### config.mk
export PLATFORM = sky130hd
export DESIGN_NAME = bitstream_arbiter
export DESIGN_NICKNAME = d
export VERILOG_FILES = /design/src/rtl/bitstream_arbiter.sv
export SDC_FILE = /design/constraint.sdc
export NUM_CORES = 1
export LEC_CHECK = 0
export BUFFER_PORTS_ARGS = -buffer_cell sky130_fd_sc_hd__buf_2
export CAP_MARGIN = 0
export CORE_ASPECT_RATIO = 1.1
export CORE_MARGIN = 2
export CORE_UTILIZATION = 40
export CTS_CLUSTER_DIAMETER = 120
export DETAILED_ROUTE_END_ITERATION = 10
export GPL_TIMING_DRIVEN = 0
export HOLD_SLACK_MARGIN = 0.08
export MAX_ROUTING_LAYER = met4
export PLACE_DENSITY = 0.64
export SLEW_MARGIN = 20
export SYNTH_ARGS = -nofsm -noshare
export SYNTH_HDL_FRONTEND = slang
export SYNTH_SLANG_ARGS = --single-unit
### constraint.sdc
create_clock -name clk_gated -period 4.7 [get_ports clk_gated]
set_clock_uncertainty 0.05 [all_clocks]
set_input_delay 1.41 -clock clk_gated [delete_from_list [all_inputs] [get_ports clk_gated]]
set_output_delay 1.41 -clock clk_gated [all_outputs]
set_load 0.005 [all_outputs]
### src/rtl/bitstream_arbiter.sv
// Bitstream source arbiter: shares the fabric configuration port between a
// byte-wide serial loader and a 32-bit host interface. One source is granted
// per configuration session; bytes are packed MSB-first into 32-bit words.
// The session ends when the configuration controller drops busy after having
// raised it, or when the granted source stalls for TIMEOUT_CYCLES cycles.
//
// state   | meaning
// --------+-----------------------------------------------------------------
// S_IDLE  | no grant; readies low; arbitrate pending valids (round-robin)
// S_GRANT | one source granted; its handshakes feed the configuration port

module bitstream_arbiter #(
  parameter int unsigned TIMEOUT_CYCLES = 1024
) (
  input  logic        clk_gated,
  input  logic        rst_ni,
  input  logic [7:0]  byte_data_i,
  input  logic        byte_valid_i,
  output logic        byte_ready_o,
  input  logic [31:0] word_data_i,
  input  logic        word_valid_i,
  output logic        word_ready_o,
  input  logic        cfg_busy_i,
  output logic [31:0] bitstream_data_o,
  output logic        bitstream_valid_o,
  output logic [1:0]  grant_o,
  output logic        timeout_o
);

  // A disabled timeout still gets a 1-bit counter so the ports of the
  // counter logic stay legal; it is never compared against.
  localparam bit              TO_EN   = (TIMEOUT_CYCLES != 0);
  localparam int unsigned     TCW     = TO_EN ? $clog2(TIMEOUT_CYCLES + 1) : 1;
  localparam logic [TCW-1:0]  TO_LAST = TO_EN ? TCW'(TIMEOUT_CYCLES - 1) : '0;

  localparam logic [1:0] G_NONE = 2'b00;
  localparam logic [1:0] G_BYTE = 2'b01;
  localparam logic [1:0] G_WORD = 2'b10;

  typedef enum logic {
    S_IDLE  = 1'b0,
    S_GRANT = 1'b1
  } state_e;

  state_e          state_q, state_d;
  logic [1:0]      grant_q, grant_d;
  logic            last_word_q, last_word_d;   // 1: word source held the last grant
  logic [1:0]      byte_cnt_q, byte_cnt_d;
  logic [23:0]     pack_q, pack_d;             // first three bytes of the word in flight
  logic            seen_busy_q, seen_busy_d;
  logic [TCW-1:0]  to_cnt_q, to_cnt_d;
  logic [31:0]     data_q, data_d;
  logic            valid_q, valid_d;
  logic            timeout_q, timeout_d;

  logic            in_grant;
  logic            byte_granted;
  logic            word_granted;
  logic            granted_valid;
  logic            timeout_hit;
  logic            sess_release;
  logic            byte_hs;
  logic            word_hs;

  // Session control: release detection and ready gating.
  // The timeout condition looks at the granted source's valid rather than at
  // the handshake itself, because the handshake depends on ready, which in
  // turn depends on the release. While no busy-driven release is pending the
  // two are equivalent: a valid source at the last count would handshake.
  always_comb begin
    in_grant      = (state_q == S_GRANT);
    byte_granted  = in_grant && (grant_q == G_BYTE);
    word_granted  = in_grant && (grant_q == G_WORD);
    granted_valid = (byte_granted && byte_valid_i) || (word_granted && word_valid_i);
    timeout_hit   = TO_EN && in_grant && (to_cnt_q == TO_LAST) && !granted_valid;
    sess_release  = in_grant && ((seen_busy_q && !cfg_busy_i) || timeout_hit);
    byte_ready_o  = byte_granted && !sess_release;
    word_ready_o  = word_granted && !sess_release;
    byte_hs       = byte_valid_i && byte_ready_o;
    word_hs       = word_valid_i && word_ready_o;
  end

  // Next-state computation for the FSM, packer, timeout counter and outputs.
  always_comb begin
    state_d     = state_q;
    grant_d     = grant_q;
    last_word_d = last_word_q;
    byte_cnt_d  = byte_cnt_q;
    pack_d      = pack_q;
    seen_busy_d = seen_busy_q;
    to_cnt_d    = to_cnt_q;
    data_d      = data_q;
    valid_d     = 1'b0;
    timeout_d   = timeout_q;

    case (state_q)
      S_IDLE: begin
        // Byte source wins when alone, or on a tie when the word source
        // held the previous grant.
        if (byte_valid_i && (!word_valid_i || last_word_q)) begin
          state_d     = S_GRANT;
          grant_d     = G_BYTE;
          last_word_d = 1'b0;
          timeout_d   = 1'b0;
          byte_cnt_d  = 2'd0;
          seen_busy_d = 1'b0;
          to_cnt_d    = '0;
        end else if (word_valid_i) begin
          state_d     = S_GRANT;
          grant_d     = G_WORD;
          last_word_d = 1'b1;
          timeout_d   = 1'b0;
          byte_cnt_d  = 2'd0;
          seen_busy_d = 1'b0;
          to_cnt_d    = '0;
        end
      end

      S_GRANT: begin
        if (cfg_busy_i) begin
          seen_busy_d = 1'b1;
        end

        if (word_hs) begin
          data_d  = word_data_i;
          valid_d = 1'b1;
        end

        if (byte_hs) begin
          pack_d     = {pack_q[15:0], byte_data_i};
          byte_cnt_d = byte_cnt_q + 2'd1;
          if (byte_cnt_q == 2'd3) begin
            data_d  = {pack_q, byte_data_i};
            valid_d = 1'b1;
          end
        end

        // Idle counter saturates instead of wrapping.
        if (byte_hs || word_hs) begin
          to_cnt_d = '0;
        end else if (to_cnt_q != '1) begin
          to_cnt_d = to_cnt_q + 1'b1;
        end

        // Releasing discards any partially packed word.
        if (sess_release) begin
          state_d    = S_IDLE;
          grant_d    = G_NONE;
          byte_cnt_d = 2'd0;
          timeout_d  = timeout_hit;
        end
      end

      default: begin
        state_d = S_IDLE;
        grant_d = G_NONE;
      end
    endcase
  end

  // State and registered-output flops; reset returns everything to idle.
  always_ff @(posedge clk_gated or negedge rst_ni) begin
    if (!rst_ni) begin
      state_q     <= S_IDLE;
      grant_q     <= G_NONE;
      last_word_q <= 1'b1;
      byte_cnt_q  <= 2'd0;
      pack_q      <= 24'd0;
      seen_busy_q <= 1'b0;
      to_cnt_q    <= '0;
      data_q      <= 32'd0;
      valid_q     <= 1'b0;
      timeout_q   <= 1'b0;
    end else begin
      state_q     <= state_d;
      grant_q     <= grant_d;
      last_word_q <= last_word_d;
      byte_cnt_q  <= byte_cnt_d;
      pack_q      <= pack_d;
      seen_busy_q <= seen_busy_d;
      to_cnt_q    <= to_cnt_d;
      data_q      <= data_d;
      valid_q     <= valid_d;
      timeout_q   <= timeout_d;
    end
  end

  assign bitstream_data_o  = data_q;
  assign bitstream_valid_o = valid_q;
  assign grant_o           = grant_q;
  assign timeout_o         = timeout_q;

endmodule

==> results by group <==
STA
  – Max Clk Rate: 254 MHz
  – RSZ-0062 raised after global routing: false
  – Final setup viols: 0
  – Final Hold Fails: 0
  – Slew headroom: 50.4%
  – Least-Margin Pin Slew: 0.739 ns
  – Crit share post-route: 83.7%
  – Final Max Slew Viols: 0
  – Setup TNS: 0 ns
  – Final Critical Period: 3.93 ns
  – Smallest hold slack: 0.432 ns

CTS
  – TritonCTS buffer count: 9
  – Post-CTS Resized: 0
  – Clk sinks: 76
  – Cts hold-fix bufs: 0
  – # Post-CTS Setup Buffers: 0
  – H-tree depth: 3
  – CTS clk-pin slew, worst paths: about 0.080 ns
  – CTS Root Cell: clkbuf_8
  – CTS tree: built
  – Clk buf depth: 2
  – Clk_lat worst skew: about 0.35 ns

Worst setup path
  – Crit path max fanout: 7
  – Critical-path cell list: buf_2 -> and3b_1 -> nor2_1 -> a31o_4 -> nor3b_1 -> buf_2
  – Worst path most repeated cell: buf_2
  – R2r worst-path depth: 5
  – Crit-path slowest cell: a31o_4
  – WP data required: 3.24 ns
  – CP Launch Type: primary input
  – Critical R2R Launch: grant_o[0]
  – Worst EP arrival: around 2.5 ns
  – Crit Path Category: primary input to output port
  – Worst path max stage delay: 0.27 ns
  – R2r endpoint: bitstream_data_o[17]
  – R2R Setup Slk: 2.86 ns
  – Worst setup EP type: output port

Floorplanning
  – Full die area: slightly above 9000 µm²
  – # IOs: 83
  – Initial Utilization: 40.8%
  – Die width: 91.6 µm
  – Die height: 100 µm
  – FP Rows: 35
  – Total core area: 8280 µm²

Yosys
  – Post-synth EDFFs: 0
  – Share of the yosys chip area belonging to registers: 56.4%
  – Ys Warns: 0
  – Syn Nets: roughly 350
  – Synthesized area per cell: 11.3 µm²
  – Asr flop ratio synth: 100%
  – Post-synth cell types: 45
  – Synth Register Bits: 76
  – Synth Instances: approximately 300
  – Mapped cell area: 3370 µm²
  – Top FF cell, synth: dfrtp_1

Power and ir drop
  – VDD IR max: about 0.00018 V
  – Leak: 1.95 nW
  – P per Cell Area: 568 nW/µm²

Finish
  – Final Instance Area: 4130 µm²
  – Footprint of the multi-input gates: 1340 µm²
  – Register area: 1900 µm²
  – Share of post-route cells with drive strength above 1: 36.3%
  – Area growth syn-to-layout: 22.4%
  – Number of diodes: 0
  – Nets: approximately 440
  – Fill count: 763

Outcome
  – Status: completed

Place
  – Placed Instance Area: 3950 µm²
  – Post-DP HPWL: 5470 µm
  – Routability cong.: just under 0.8
  – IO buf count: slightly above 80

Route
  – DRT iter0 DRCs: 103
  – Vias: 2547
  – Wire per inst: about 15 µm
  – Post-route ant nets: 0
  – Via/cell ratio: 5.01
  – First-pass iteration count of the detailed router: 4
  – DRT Wirelength: 7510 µm
  – Post-route DRC: 0

Run
  – Max-capacitance violation count: 0

GRT
  – Initial antenna violation count: 0
  – Number of global-route vias before repair: 2512
  – Gr ovfl total: 0
  – Largest net degree at the start of global routing: 58
  – Total track usage: 17.4%
  – First-pass GRT wire length: 12200 µm

Min path
  – Worst hold path class: register to register
  – Hold Startpoint: byte_cnt_q[0]
  – Worst Hold Path Cells: 1
  – Hold Path End: byte_cnt_q[0]
## flip-flops by register name (all words and copies together), names as in the netlist
register	count
grant_o	2
bitstream_valid_o	1
to_cnt_q	11
in_grant	1
seen_busy_q	1
byte_cnt_q	2
bitstream_data_o	32
timeout_o	1
last_word_q	1
pack_q	24
## cell usage in the layout (no fill, tap or decap), types with 3 or more instances in the layout
| master | count |
|---|---|
| mux2_4 | 19 |
| dfrtp_1 | 75 |
| buf_4 | 4 |
| buf_2 | 84 |
| clkbuf_1 | 5 |
| nand2_1 | 10 |
| a32o_1 | 3 |
| and3_1 | 3 |
| o21ai_0 | 5 |
| clkinvlp_4 | 4 |
| clkbuf_8 | 9 |
| o22ai_1 | 33 |
| mux2_2 | 6 |
| xor2_1 | 3 |
| nand3_1 | 6 |
| nor2_1 | 77 |
| inv_1 | 4 |
| a21oi_1 | 6 |
## final cells by class
class / count / share of cell area, %
buffer: 14 / 2.79
clock buffer: 10 / 3.09
clock inverter: 6 / 1.15
inverter: 4 / 0.364
multi-input combinational: 204 / 32.5
sequential: 76 / 46.1
tap: 111 / 3.36
timing repair buffer: 83 / 10.7
## worst max path at each step
stage,startpoint,to,slack (ns),cells after the start
floorplan,word_valid_i,byte_ready_o,1.08,4
global route,word_valid_i,word_ready_o,0.72,6
CTS,word_valid_i,byte_ready_o,0.77,6
detailed placement,word_valid_i,byte_ready_o,0.77,6
finish,word_valid_i,byte_ready_o,0.77,6
global placement,word_valid_i,byte_ready_o,0.79,6
## power breakdown
part | switching [mW] | total (mW) | internal, mW
Clock | 0.258 | 0.453 | 0.195
Combinational | 0.359 | 0.784 | 0.426
Sequential | 0.180 | 1.11 | 0.927
## Yosys cell counts (2+ instances only)
library cell / instances / area (µm²)
ha_1: 2 / 25.0
buf_4: 3 / 22.5
nor2_1: 77 / 289
a21oi_1: 6 / 30.0
mux2_2: 6 / 67.6
nand3_1: 6 / 30.0
dfrtp_1: 75 / 1880
nand2b_1: 2 / 12.5
nor3_1: 2 / 10.0
xor2_1: 3 / 26.3
nand2_1: 10 / 37.5
buf_6: 2 / 22.5
and3b_1: 2 / 17.5
and3_1: 3 / 18.8
a32o_1: 3 / 30.0
nand4_1: 2 / 12.5
nor3b_1: 2 / 15.0
xnor2_1: 2 / 17.5
o21ai_0: 5 / 25.0
inv_1: 4 / 15.0
o22ai_1: 33 / 206
clkbuf_1: 4 / 15.0
buf_12: 2 / 40.0
mux2_4: 19 / 285
buf_2: 3 / 15.0
## logic make-up after synthesis
group                      synth area share, %
xor gates and xnor gates                  1.30
muxes                                     10.5
and+or+nand+nor                           15.5
buffers and inverters                     3.86
AOI/OAI and AO/OA                         11.8
DFF                                       56.4
adders and majority gates                0.742
## per-layer routing
metal | vias up | routed length [µm] | GRT usage [%]
met1 | 1228 | 3600 | 22.7
met5 | - | 0 | -
met4 | 0 | 115 | 6.29
met3 | 11 | 296 | 2.93
li1 | 1244 | - | -
met2 | 64 | 3500 | 27.7
## critical path: cells and delay by family
kind,cells,cell delay (ns)
simple gates,3,0.51
compound gates,1,0.27
buf+inv,2,0.28
## stage by stage
step,util (%),total power [mW],instances,setup slack (ns)
4_1_cts,49.9,2.37,508,0.769
2_1_floorplan,-,1.60,298,1.08
5_1_grt,49.9,2.51,508,0.716
6_report,49.9,2.34,508,0.767
3_3_place_gp,47.4,1.88,491,0.792
3_5_place_dp,47.8,1.91,492,0.774
(Power assumes the default switching activity.)
